`config.mk`:
```
export PLATFORM = sky130hd
export DESIGN_NAME = encoder_16to4_serial
export DESIGN_NICKNAME = d
export VERILOG_FILES = /design/src/rtl/encoder_16to4_serial.sv
export SDC_FILE = /design/constraint.sdc
export NUM_CORES = 1
export LEC_CHECK = 0
export CORE_MARGIN = 4
export CORE_UTILIZATION = 54
export DETAILED_ROUTE_END_ITERATION = 8
export PLACE_DENSITY_LB_ADDON = 0.12
export SLEW_MARGIN = 40
export SYNTH_ARGS = -nofsm -noshare
export SYNTH_HDL_FRONTEND = slang
export SYNTH_SLANG_ARGS = --single-unit
```
`constraint.sdc`:
```
create_clock -name clk -period 5.2 [get_ports clk]
set_clock_uncertainty 0.2 [all_clocks]
set_input_delay 1.04 -clock clk [delete_from_list [all_inputs] [get_ports clk]]
set_output_delay 1.04 -clock clk [all_outputs]
set_load 0.01 [all_outputs]
```
`src/rtl/encoder_16to4_serial.sv`:
```
// Serialises a 16-bit multi-hot vector into one 4-bit index per beat, lowest index first.
// Latency: the first beat appears 1 cycle after accept, then 1 beat per cycle; 1-cycle bubble between vectors.
// Backpressure: beats hold stable while out_ready is low; in_ready is high only in IDLE.
module encoder_16to4_serial #(
    parameter int WIDTH = 16,
    parameter int IDX_W = 4
) (
    input  logic             clk,
    input  logic             rst,
    input  logic             in_valid,
    output logic             in_ready,
    input  logic [WIDTH-1:0] d,
    output logic             out_valid,
    input  logic             out_ready,
    output logic [IDX_W-1:0] a,
    output logic             last,
    output logic             none
);

    typedef enum logic {
        IDLE,
        EMIT
    } state_t;

    state_t           state, state_nxt;
    logic [WIDTH-1:0] pending, pending_nxt;
    logic             zero_flag, zero_nxt;
    logic [IDX_W-1:0] low_idx;
    logic [WIDTH-1:0] pending_cleared;
    logic             at_most_one;

    // Priority scan: the last assignment wins, so the scan runs top-down to land on the lowest set bit.
    always_comb begin
        low_idx = '0;
        for (int i = WIDTH - 1; i >= 0; i--) begin
            if (pending[i]) begin
                low_idx = IDX_W'(i);
            end
        end
    end

    assign pending_cleared = pending & (pending - WIDTH'(1));
    assign at_most_one     = (pending_cleared == '0);

    always_ff @(posedge clk or posedge rst) begin
        if (rst) begin
            state     <= IDLE;
            pending   <= '0;
            zero_flag <= 1'b0;
        end else begin
            state     <= state_nxt;
            pending   <= pending_nxt;
            zero_flag <= zero_nxt;
        end
    end

    always_comb begin
        state_nxt   = state;
        pending_nxt = pending;
        zero_nxt    = zero_flag;
        in_ready    = 1'b0;
        out_valid   = 1'b0;
        a           = '0;
        last        = 1'b0;
        none        = 1'b0;
        case (state)
            IDLE: begin
                in_ready = 1'b1;
                if (in_valid) begin
                    pending_nxt = d;
                    zero_nxt    = (d == '0);
                    state_nxt   = EMIT;
                end
            end
            EMIT: begin
                out_valid = 1'b1;
                none      = zero_flag;
                last      = zero_flag | at_most_one;
                a         = zero_flag ? '0 : low_idx;
                if (out_ready) begin
                    pending_nxt = pending_cleared;
                    if (last) begin
                        state_nxt = IDLE;
                        zero_nxt  = 1'b0;
                    end
                end
            end
            default: state_nxt = IDLE;
        endcase
    end

endmodule

```
# After elaboration in Yosys (flattened, before gate mapping)
# Cells that the tools add are included.
# totals
out_inout_bits,8
ff_bits,18
input_bits,20
# op_classes
muxes,33
eq_ne,3
addsub,1
bitwise_logic,3
n_reduce_logical,4
# op_table
operator,count
4-bit two-way mux,18
16-bit logical NOT,2
16-bit two-way mux,2
16-bit case mux with 2 select lines,1
16-bit bitwise AND,1
16-bit by 1-bit subtractor with 16-bit output (second input constant),1
1-bit two-way mux,10
2-bit != test (second input constant),2
1-bit case mux with 2 select lines,2
3-bit AND reduction,1
2-bit by 1-bit != test with 1-bit output (second input constant),1
2-bit AND reduction,1
1-bit NOT,1
1-bit bitwise OR,1

# Depth between registers and ports, before layout
# Gate-level depths: netlist of the first run.
# logic_depth
word_depth,18
mapped_depth,8
depth_no_buf,6

# Worst setup path after synthesis of the first run
# No wires, ideal clock.
# synth_path
path_type,register to output
startpoint,register pending[8]
endpoint,output port last
t_arrival_ns,2.099
path_slack_ns,1.861
stages_incl_launch_ff,9
cell_sequence,dfrtp_1 > buf_6 > or4_4 > buf_6 > nor3_4 > nand3_2 > maj3_2 > o41ai_2 > and2_1
# synth_between
elab_chain_cells,5
# synth_lines
item,line,text
from (decl),26,"logic [WIDTH-1:0] pending, pending_nxt;"
from (signal assigned),52,pending <= pending_nxt;
16-bit by 1-bit subtractor with 16-bit output,42,assign pending_cleared = pending & (pending - WIDTH'(1));
16-bit bitwise AND *,42,
16-bit logical NOT *,43,assign at_most_one = (pending_cleared == '0);
1-bit bitwise OR *,78,last = zero_flag | at_most_one;
1-bit two-way mux *,66,case (state)
to (decl),16,"output logic last,"
# Every way passes the cells marked *; elsewhere a longest branch is shown, timed or not.

# Worst setup path in the final report of the first run
# layout_path
startpoint,register pending[2]
endpoint,output port last
# Same word-level chain as after synthesis.

==> results of run 1 <==
-- stage by stage --
stage               worst slack [ns]  cells  power (W)  hold WS, ns  cell area, µm²
global placement                1.15    194   0.000875        0.344            1550
finish                         0.774    198   0.000983        0.370            1580
global route                   0.636    198    0.00105        0.414            1580
floorplan                       1.86    150   0.000714        0.311            1340
detailed placement              1.15    194   0.000881        0.335            1550
CTS                            0.786    198   0.000976        0.372            1580
-- critical path, delay by kind of cell, from the launching register on --
family	cells	cell delay, ns
compound gates	1	0.26
buf+inv	1	0.53
flops	1	0.54
fa+ha+maj	1	0.33
simple gates	4	1.23
-- final timing paths --
kind	startpoint	to	slack [ns]
max	pending[2]	last	0.77
min	pending[15]	pending[15]	0.37
max reg2reg	pending[2]	state	2.52
min reg2reg	pending[15]	pending[15]	0.37
max in group asynchronous	rst	pending[3]	3.39
min in group asynchronous	rst	pending[6]	0.94
-- cell usage in the layout, fill, tap and decap left out, drive strengths merged, types with 4 or more instances in the layout --
master	count
clkdlybuf4s50	27
nor2	16
nor4	5
nand2	13
o41ai	4
nor3	7
clkbuf	4
a22o	9
o21ai	11
dfrtp	18
a21oi	10
inv	6
-- cell families after synthesis --
family | synth area share [%]
simple gates | 23.9
compound gates | 29.8
flops | 33.6
mux | 2.24
fa+ha+maj | 0.839
buf+inv | 9.70
-- power groups by stage --
| stage | Combinational (W) | Sequential [W] | Clock [W] |
|---|---|---|---|
| 3_3_place_gp | 0.000597 | 0.000278 | 0 |
| 6_report | 0.000608 | 0.000283 | 0.0000920 |
| 5_1_grt | 0.000660 | 0.000292 | 0.0000971 |
| 3_5_place_dp | 0.000601 | 0.000280 | 0 |
| 4_1_cts | 0.000605 | 0.000279 | 0.0000926 |
| 2_1_floorplan | 0.000487 | 0.000227 | 0 |
-- layer usage --
metal / global-route usage, % / vias up
met4: 5.96 / 0
met3: 3.12 / 4
met1: 34.1 / 621
li1: - / 609
met2: 40.5 / 84
met5: 0 / -
-- sequential cells by signal, indices dropped and copies added (netlist names) --
register / count
zero_flag: 1
pending: 16
state: 1
-- area by class of cell --
class                           count  area (µm²)
Inverter                            6        22.5
Multi-Input combinational cell    114         761
Fill cell                         190         714
Clock buffer                        4        36.3
Sequential cell                    18         450
Tap cell                           28        35.0
Timing Repair Buffer               28         278
==> metrics.md, run 1 <==
| Metric | Value |
|---|---|
| # diodes | `0` |
| RSZ-0062 raised after global routing | `false` |
| Leak | `roughly 0.67 nW` |
| Vias in the first global route | `between 1000 and 1500` |
| Synthesized area | `1340 µm²` |
| Die ar. | `3350 µm²` |
| Area contributors post-synth | `dfrtp_1 34%, a22o_1 5.2%, nor2_1 4.2%` |
| I/O pins | `28` |
| Clock power share | `9.4%` |
| Yosys cell types | `46` |
| CTS resizes | `0` |
| PortBufs | `27` |
| Met3 WL | `between 300 and 400 µm` |
| Root Buffer | `clkbuf_4` |
| Worst setup EP type | `primary output` |
| Iteration-0 DRC Markers | `106` |
| Core area | `2300 µm²` |
| Die width | `roughly 58 µm` |
| Final slew viol count | `0` |
| Cell Chain, Critical Path | `or4_4 -> nor3_2 -> nand3_2 -> maj3_2 -> o41ai_2 -> and2_1 -> clkdlybuf4s50_1` |
| Hold Violations, Final | `0` |
| Longest Clk Path Bufs | `2` |
| Peak supply drop | `approximately 0.38 mV` |
| R2r worst-path depth | `6` |
| Top Metal Used | `met4` |
| MaxCap Viol Count | `0` |
| Share of the synthesized area in the top cell type | `33.6%` |
| Outcome | `finished clean` |
| Drt wl/cell | `19.6 µm` |
| Req. time, crit path | `3.96 ns` |
| Vert. Die Dim | `between 50 and 60 µm` |
| Most frequent cell after synthesis | `dfrtp_1` |
| Drt drc | `0` |
| Part of the Yosys area used for sequential elements | `33.6%` |
| Ys Warns | `0` |
| Antenna Violating Nets Remaining | `0` |
| Skew-Pair Late Insertion Delay | `0.30 ns` |
| Worst hold path type | `reg2reg` |
| Final WL | `~3900 µm` |
| Hold buffers post-CTS | `0` |
| Via count | `roughly 1300` |
| Final min period | `4.43 ns` |
| Pin count of the biggest net entering global routing | `21` |
| Critical path's largest stage delay | `0.62 ns` |
| Dominant cell type by area after synthesis | `dfrtp_1` |
| Post-Synthesis Cells | `150` |
| Main flop type after synthesis | `dfrtp_1` |
| Syn Area/Cell | `8.94 µm²` |
| Clk slew on worst S/H paths | `~0.12 ns` |
| Post-detail-place hpwl | `2860 µm` |
| FF+latch count, synth | `18` |
| H-tree depth | `1` |
| CP max stage cell | `or4_4` |
| Via/cell ratio | `6.66` |
| Top cells by count, synth | `18 x dfrtp_1, 15 x nor2_1, 13 x nand2_1` |
| Final worst path period share | `85.1%` |
| Clk sink count | `18` |
| Final core occ | `68.9%` |
| CTS tree | `done` |
| Met1 WL | `approximately 1600 µm` |
| Startpoint types | `register` |
| Critical Path Fanout Max | `10` |
| Pint | `0.000523 W` |
| Slew @ Worst Pin | `0.735 ns` |
| Final GP Congestion | `between 0.9 and 1` |
| Combinational share of power | `61.9%` |
| Area growth syn-to-layout | `18.0%` |
| Setup Crit Path Kind | `reg2out` |
| EDFF count, synth | `0` |
| Post-CTS setup repair buffer count | `0` |
| Syn_nets | `170` |
| CP arrival | `3.19 ns` |
| Slew HR | `51.0%` |
| # setup viols final | `0` |
| Nets | `191` |
| Std cell rows | `17` |
| Sw Share | `46.8%` |
| Post-synth ARST share | `100%` |
| Initial antenna violation count | `0` |
| Fmax | `between 200 and 250 MHz` |
| Final setup TNS | `0 ns` |
| NetSw | `0.000460 W` |
| Met2 WL | `roughly 1900 µm` |
| Initial core utilization | `58.4%` |
| CTS Buf Count | `3` |
| First-pass iteration count of the detailed router | `4` |
| Layout cells sized above 1 | `between 10% and 20%` |
| First-pass GRT wire length | `6350 µm` |
| Power share of the sequential group | `28.8%` |
| PD cells | `621 nW/µm²` |
| Worst Hold Depth | `1` |
| Gr usage total | `24.6%` |
| GR Overflow Total | `0` |
(Power assumes the default switching activity.)
==> run 2: changes to the inputs <==
CORE_UTILIZATION = 35   (was 54)
TNS_END_PERCENT = 10   (was not set)
==> run 2 against run 1 <==
Die area increased by 46%; wire length increased by 0.46%; flip-flop and latch count unchanged; total power increased by 2.2%; cell count increased by 10%; sequential share of layout area decreased by 0.77 points; utilization decreased by 25 points.
==> metrics.md, run 2 (synthesis results as in run 1) <==
| Metric | Value |
|---|---|
| Hold endpoint | `pending[15]` |
| Critical path's largest stage delay | `about 0.53 ns` |
| Post-CTS setup repair buffer count | `0` |
| Hold Violations, Final | `0` |
| Skew-Pair Late Insertion Delay | `0.26 ns` |
| Initial antenna violation count | `0` |
| # setup viols final | `0` |
| Met3 WL | `292 µm` |
| Outcome | `finished clean` |
| Met2 WL | `about 1800 µm` |
| Slew @ Worst Pin | `a little under 0.7 ns` |
| Register-to-register setup slack | `approximately 2.5 ns` |
| H-tree depth | `1` |
| Final slew viol count | `0` |
| Via/cell ratio | `5.84` |
| Clk sink count | `18` |
| Top Registers | `pending: 16 flops, state: 1 flops, zero_flag: 1 flops` |
| Worst hold path type | `reg2reg` |
| Drt wl/cell | `17.9 µm` |
| Std cell rows | `22` |
| Longest Clk Path Bufs | `2` |
| Critical Path Fanout Max | `10` |
| Buf/Inv on CP | `1` |
| Core area | `3690 µm²` |
| Sequential cell area | `450 µm²` |
| Worst setup EP type | `primary output` |
| Peak supply drop | `between 0.15 and 0.2 mV` |
| Placed Area | `1570 µm²` |
| CTS tree | `done` |
| Gr usage total | `16.6%` |
| Area growth syn-to-layout | `21.3%` |
| Leak | `between 0.6 and 0.7 nW` |
| Final min period | `about 4.4 ns` |
| Most common cell after layout, fill and taps aside | `clkdlybuf4s50_1` |
| Final GP Congestion | `0.922` |
| Combinational share of power | `roughly 60%` |
| RSZ-0062 raised after global routing | `false` |
| Post-route cell area | `1630 µm²` |
| Hold_ws | `~0.37 ns` |
| Hold buffers post-CTS | `0` |
| MaxCap Viol Count | `0` |
| Post-detail-place hpwl | `just under 3000 µm` |
| Sw Share | `a little under half` |
| Req. time, crit path | `3.96 ns` |
| Die ar. | `approximately 4900 µm²` |
| I/O pins | `28` |
| Final setup TNS | `0 ns` |
| First-pass GRT wire length | `6420 µm` |
| Setup Crit Path Kind | `reg2out` |
| NetSw | `0.000458 W` |
| R2r worst-path depth | `6` |
| Multi-input gate area | `about 760 µm²` |
| GR Overflow Total | `0` |
| Slew HR | `54.3%` |
| Startpoint types | `register` |
| Max FFs per register | `16` |
| Delay-heaviest family, CP | `compound AO/OA/AOI/OAI gates` |
| CTS resizes | `0` |
| Final WL | `3900 µm` |
| # diodes | `0` |
| Via count | `approximately 1300` |
| First-pass iteration count of the detailed router | `5` |
| Root Buffer | `clkbuf_8` |
| PD cells | `618 nW/µm²` |
| Nets | `191` |
| Layout cells sized above 1 | `between 10% and 20%` |
| Top reg by flops | `pending` |
| Final worst path period share | `84.6%` |
| Fillers | `about 390` |
| Worst Hold Depth | `1` |
| Fmax | `between 200 and 250 MHz` |
| Pin count of the biggest net entering global routing | `21` |
| Most frequent cells in the layout | `27 x clkdlybuf4s50_1, 18 x dfrtp_1, 15 x nor2_1` |
| CP max stage cell | `clkdlybuf4s50_1` |
| Power share of the sequential group | `28.0%` |
| PortBufs | `27` |
| Pint | `about 0.00055 W` |
| Iteration-0 DRC Markers | `108` |
| Met1 WL | `1800 µm` |
| Initial core utilization | `roughly 36%` |
| CTS Buf Count | `3` |
| CP arrival | `3.16 ns` |
| Die width | `about 70 µm` |
| Antenna Violating Nets Remaining | `0` |
| Worst hold path startpoint | `pending[15]` |
| Drt drc | `0` |
| Cell Chain, Critical Path | `nor4_4 -> nand3_2 -> o41ai_1 -> o2111ai_2 -> o41ai_2 -> and2_1 -> clkdlybuf4s50_1` |
| FF-to-FF End | `state` |
| Top Metal Used | `met4` |
| Crit Reg-Reg Startpoint | `pending[2]` |
| Clock power share | `between 10% and 20%` |
| Clk slew on worst S/H paths | `~0.070 ns` |
| Vias in the first global route | `1266` |
| Vert. Die Dim | `69.9 µm` |
run 2: cell count changes in the layout (fill, tap and decap cells not counted), sizes merged:
cell | before | now
clkinv | 0 | 1
inv | 6 | 5
run 2: cell type report:
type,instances,share of cell area (%)
clock buffer,4,3.38
sequential,18,27.7
timing repair buffer,28,17.1
tap,48,3.69
inverter,6,1.38
multi-input combinational,114,46.8
run 2: through the flow:
stage	setup slack, ns	std cells	utilization (%)	power (W)
finish	0.800	218	44.1	0.00100
global route	0.531	218	44.1	0.00108
CTS	0.781	218	44.1	0.00101
detailed placement	1.08	214	42.6	0.000879
global placement	1.15	214	42.6	0.000882
floorplan	1.86	150	-	0.000714
run 2: routing by layer:
layer | vias to the layer above | track usage, %
met5 | - | 0
met4 | 0 | 4.47
met3 | 6 | 3.74
met2 | 58 | 24.1
met1 | 604 | 24.5
li1 | 606 | -
run 2: worst max-delay path by stage:
stage          startpoint    to  slack, ns  cells past startpoint
6_report       pending[2]  last       0.80                      7
5_1_grt        pending[2]  last       0.53                      7
4_1_cts        pending[2]  last       0.78                      7
3_5_place_dp   pending[2]  last       1.08                      7
3_3_place_gp   pending[2]  last       1.15                      7
2_1_floorplan  pending[8]  last       1.86                      8
run 2: worst reg2reg max path: stages (launching register included):
cell and delay (ns):
dfrtp_1 0.51, nor4_4 0.39, nand3_2 0.22, o41ai_1 0.51, o2111ai_2 0.21, o41ai_2 0.35, a31oi_1 0.13
run 2: power groups by stage:
stage / Clock [W] / Combinational, W / Sequential, W
5_1_grt: 0.000126 / 0.000658 / 0.000295
4_1_cts: 0.000124 / 0.000602 / 0.000279
2_1_floorplan: 0 / 0.000487 / 0.000227
6_report: 0.000120 / 0.000603 / 0.000282
3_5_place_dp: 0 / 0.000598 / 0.000282
3_3_place_gp: 0 / 0.000602 / 0.000280
==> run 3: changes to the inputs <==
clock period = 3.7 ns   (was 5.2 ns; I/O delays follow)
==> run 3 against run 2 <==
Die area did not move; cell area rose by 10%; clock-buffer cell count did not move; total power rose by 60%.
==> metrics.md, run 3 (synthesis results as in run 1) <==
| Metric | Value |
|---|---|
| Non-Filler Instances | `237` |
| Most common cell after layout, fill and taps aside | `clkdlybuf4s50_1` |
| Setup Crit Path Kind | `reg2out` |
| Pin count of the biggest net entering global routing | `20` |
| Most frequent cells in the layout | `26 x clkdlybuf4s50_1, 20 x buf_4, 15 x nor2_1, 15 x dfrtp_1, 13 x nand2_1` |
| CP arrival | `2.71 ns` |
| Drt wl/cell | `around 17 µm` |
| Skew-Pair Late Insertion Delay | `0.27 ns` |
| Peak supply drop | `0.373 mV` |
| Sequential cell area | `454 µm²` |
| Initial antenna violation count | `0` |
| Most used cell, CP | `buf_4` |
| Gr usage total | `16.6%` |
| Fillers | `345` |
| First-pass iteration count of the detailed router | `5` |
| Final worst path period share | `98.7%` |
| Top Registers | `pending: 16 flops, state: 1 flops, zero_flag: 1 flops` |
| Layout cells sized above 1 | `22.2%` |
| Vert. Die Dim | `69.9 µm` |
| Multi-input gate area | `approximately 780 µm²` |
| Worst hold path type | `reg2reg` |
| Drt drc | `0` |
| CTS Buf Count | `3` |
| Die ar. | `4890 µm²` |
| H-tree depth | `1` |
| Antenna Violating Nets Remaining | `0` |
| Cell count after placement | `227` |
| Via count | `1385` |
| First-pass GRT wire length | `6560 µm` |
| Die width | `69.9 µm` |
| Slew @ Worst Pin | `0.730 ns` |
| Fmax | `274 MHz` |
| Startpoint types | `register` |
| Leak | `0.769 nW` |
| Max FFs per register | `16` |
| I/O pins | `28` |
| Iteration-0 DRC Markers | `between 100 and 150` |
| Core area | `approximately 3700 µm²` |
| PD cells | `~900 nW/µm²` |
| Post-route cell area | `about 1800 µm²` |
| Clk sink count | `18` |
| Hold Violations, Final | `0` |
| Worst hold path startpoint | `pending[15]` |
| Root Buffer | `clkbuf_8` |
| Outcome | `finished clean` |
| PortBufs | `27` |
| Final core occ | `roughly half` |
| Hold buffers post-CTS | `0` |
| Clk slew on worst S/H paths | `0.07 ns` |
| Post-detail-place hpwl | `3050 µm` |
| # setup viols final | `0` |
| Crit Reg-Reg Startpoint | `pending[2]` |
| Critical path's largest stage delay | `0.43 ns` |
| Worst setup EP type | `primary output` |
| Final min period | `3.65 ns` |
| CP startpoint | `pending[2]` |
| Setup WS pre-CTS | `0.135 ns` |
| Cell Chain, Critical Path | `buf_4 -> nor4_4 -> nand3_2 -> buf_4 -> o31ai_2 -> o2111ai_2 -> o41ai_4 -> and2_1 -> clkdlybuf4s15_1` |
| Nets | `210` |
| Final GP Congestion | `around 0.86` |
| Final WL | `4100 µm` |
| Initial core utilization | `36.4%` |
| Placed Area | `1670 µm²` |
| Via/cell ratio | `~5.8` |
| CP max stage cell | `dfrtp_2` |
| Vias in the first global route | `~1300` |
| Area growth syn-to-layout | `33.9%` |
| Fin worst setup slack | `roughly 0.047 ns` |
| # diodes | `0` |
| Std cell rows | `22` |
| Top reg by flops | `pending` |
| Hold_ws | `0.380 ns` |
| Longest Clk Path Bufs | `2` |
| Critical Path Fanout Max | `5` |
| Final slew viol count | `0` |
| CTS tree | `done` |
| GR Overflow Total | `0` |
| Req. time, crit path | `2.76 ns` |
| Slew HR | `about half` |
| MaxCap Viol Count | `0` |
==> run 3: metal layers <==
| metal | share of wire, % | GRT usage, % | wire, µm | vias to the layer above |
|---|---|---|---|---|
| met5 | 0 | 0 | 0 | - |
| met4 | 1.8 | 5.74 | 72 | 0 |
| met3 | 8.0 | 2.01 | 327 | 7 |
| met2 | 45 | 25.1 | 1840 | 80 |
| met1 | 45 | 24.2 | 1860 | 655 |
| li1 | - | - | - | 643 |
==> run 3: worst max-delay path, delay by kind of cell, from the launching register on <==
| family | cells | cell delay, ns |
|---|---|---|
| buffers and inverters | 3 | 0.56 |
| AOI/OAI and AO/OA | 3 | 0.81 |
| and+or+nand+nor | 3 | 0.65 |
| DFF | 1 | 0.43 |
==> run 3: per-stage QoR <==
step                      TNS [ns]  total power (W)
after floorplan                  0          0.00100
after global placement           0          0.00133
after detailed placement         0          0.00133
after CTS                        0          0.00156
after global routing       -0.0206          0.00171
final                            0          0.00161
==> run 3: layout make-up <==
class | count | area share (%)
clock buffers | 4 | 3.07
inverters | 6 | 1.25
multi-input cells | 114 | 43.6
flip-flops and latches | 18 | 25.3
well taps | 48 | 3.34
repair buffers | 47 | 23.4
==> run 3: final timing paths <==
kind / slack, ns / cells after the start / end
max in group asynchronous: 2.09 / 2 / pending[10]
min: 0.38 / 1 / pending[15]
min in group asynchronous: 0.70 / 2 / pending[5]
min reg2reg: 0.38 / 1 / pending[15]
max: 0.05 / 9 / last
max reg2reg: 1.21 / 8 / state
==> run 3: power breakdown <==
group          switching [W]  total (W)  internal (W)  leakage [nW]
clock network      0.0000739   0.000169     0.0000950        0.0288
registers          0.0000951   0.000354      0.000259         0.232
logic               0.000531    0.00109      0.000557         0.508
==> run 3: what timing repair did <==
item | in CTS | in global routing
pin swaps | 3 | 5
setup endpoints to repair | 1 | 1
setup buffers | 2 | 4
gates resized for setup | 3 | 5
cloned | 0 | 0
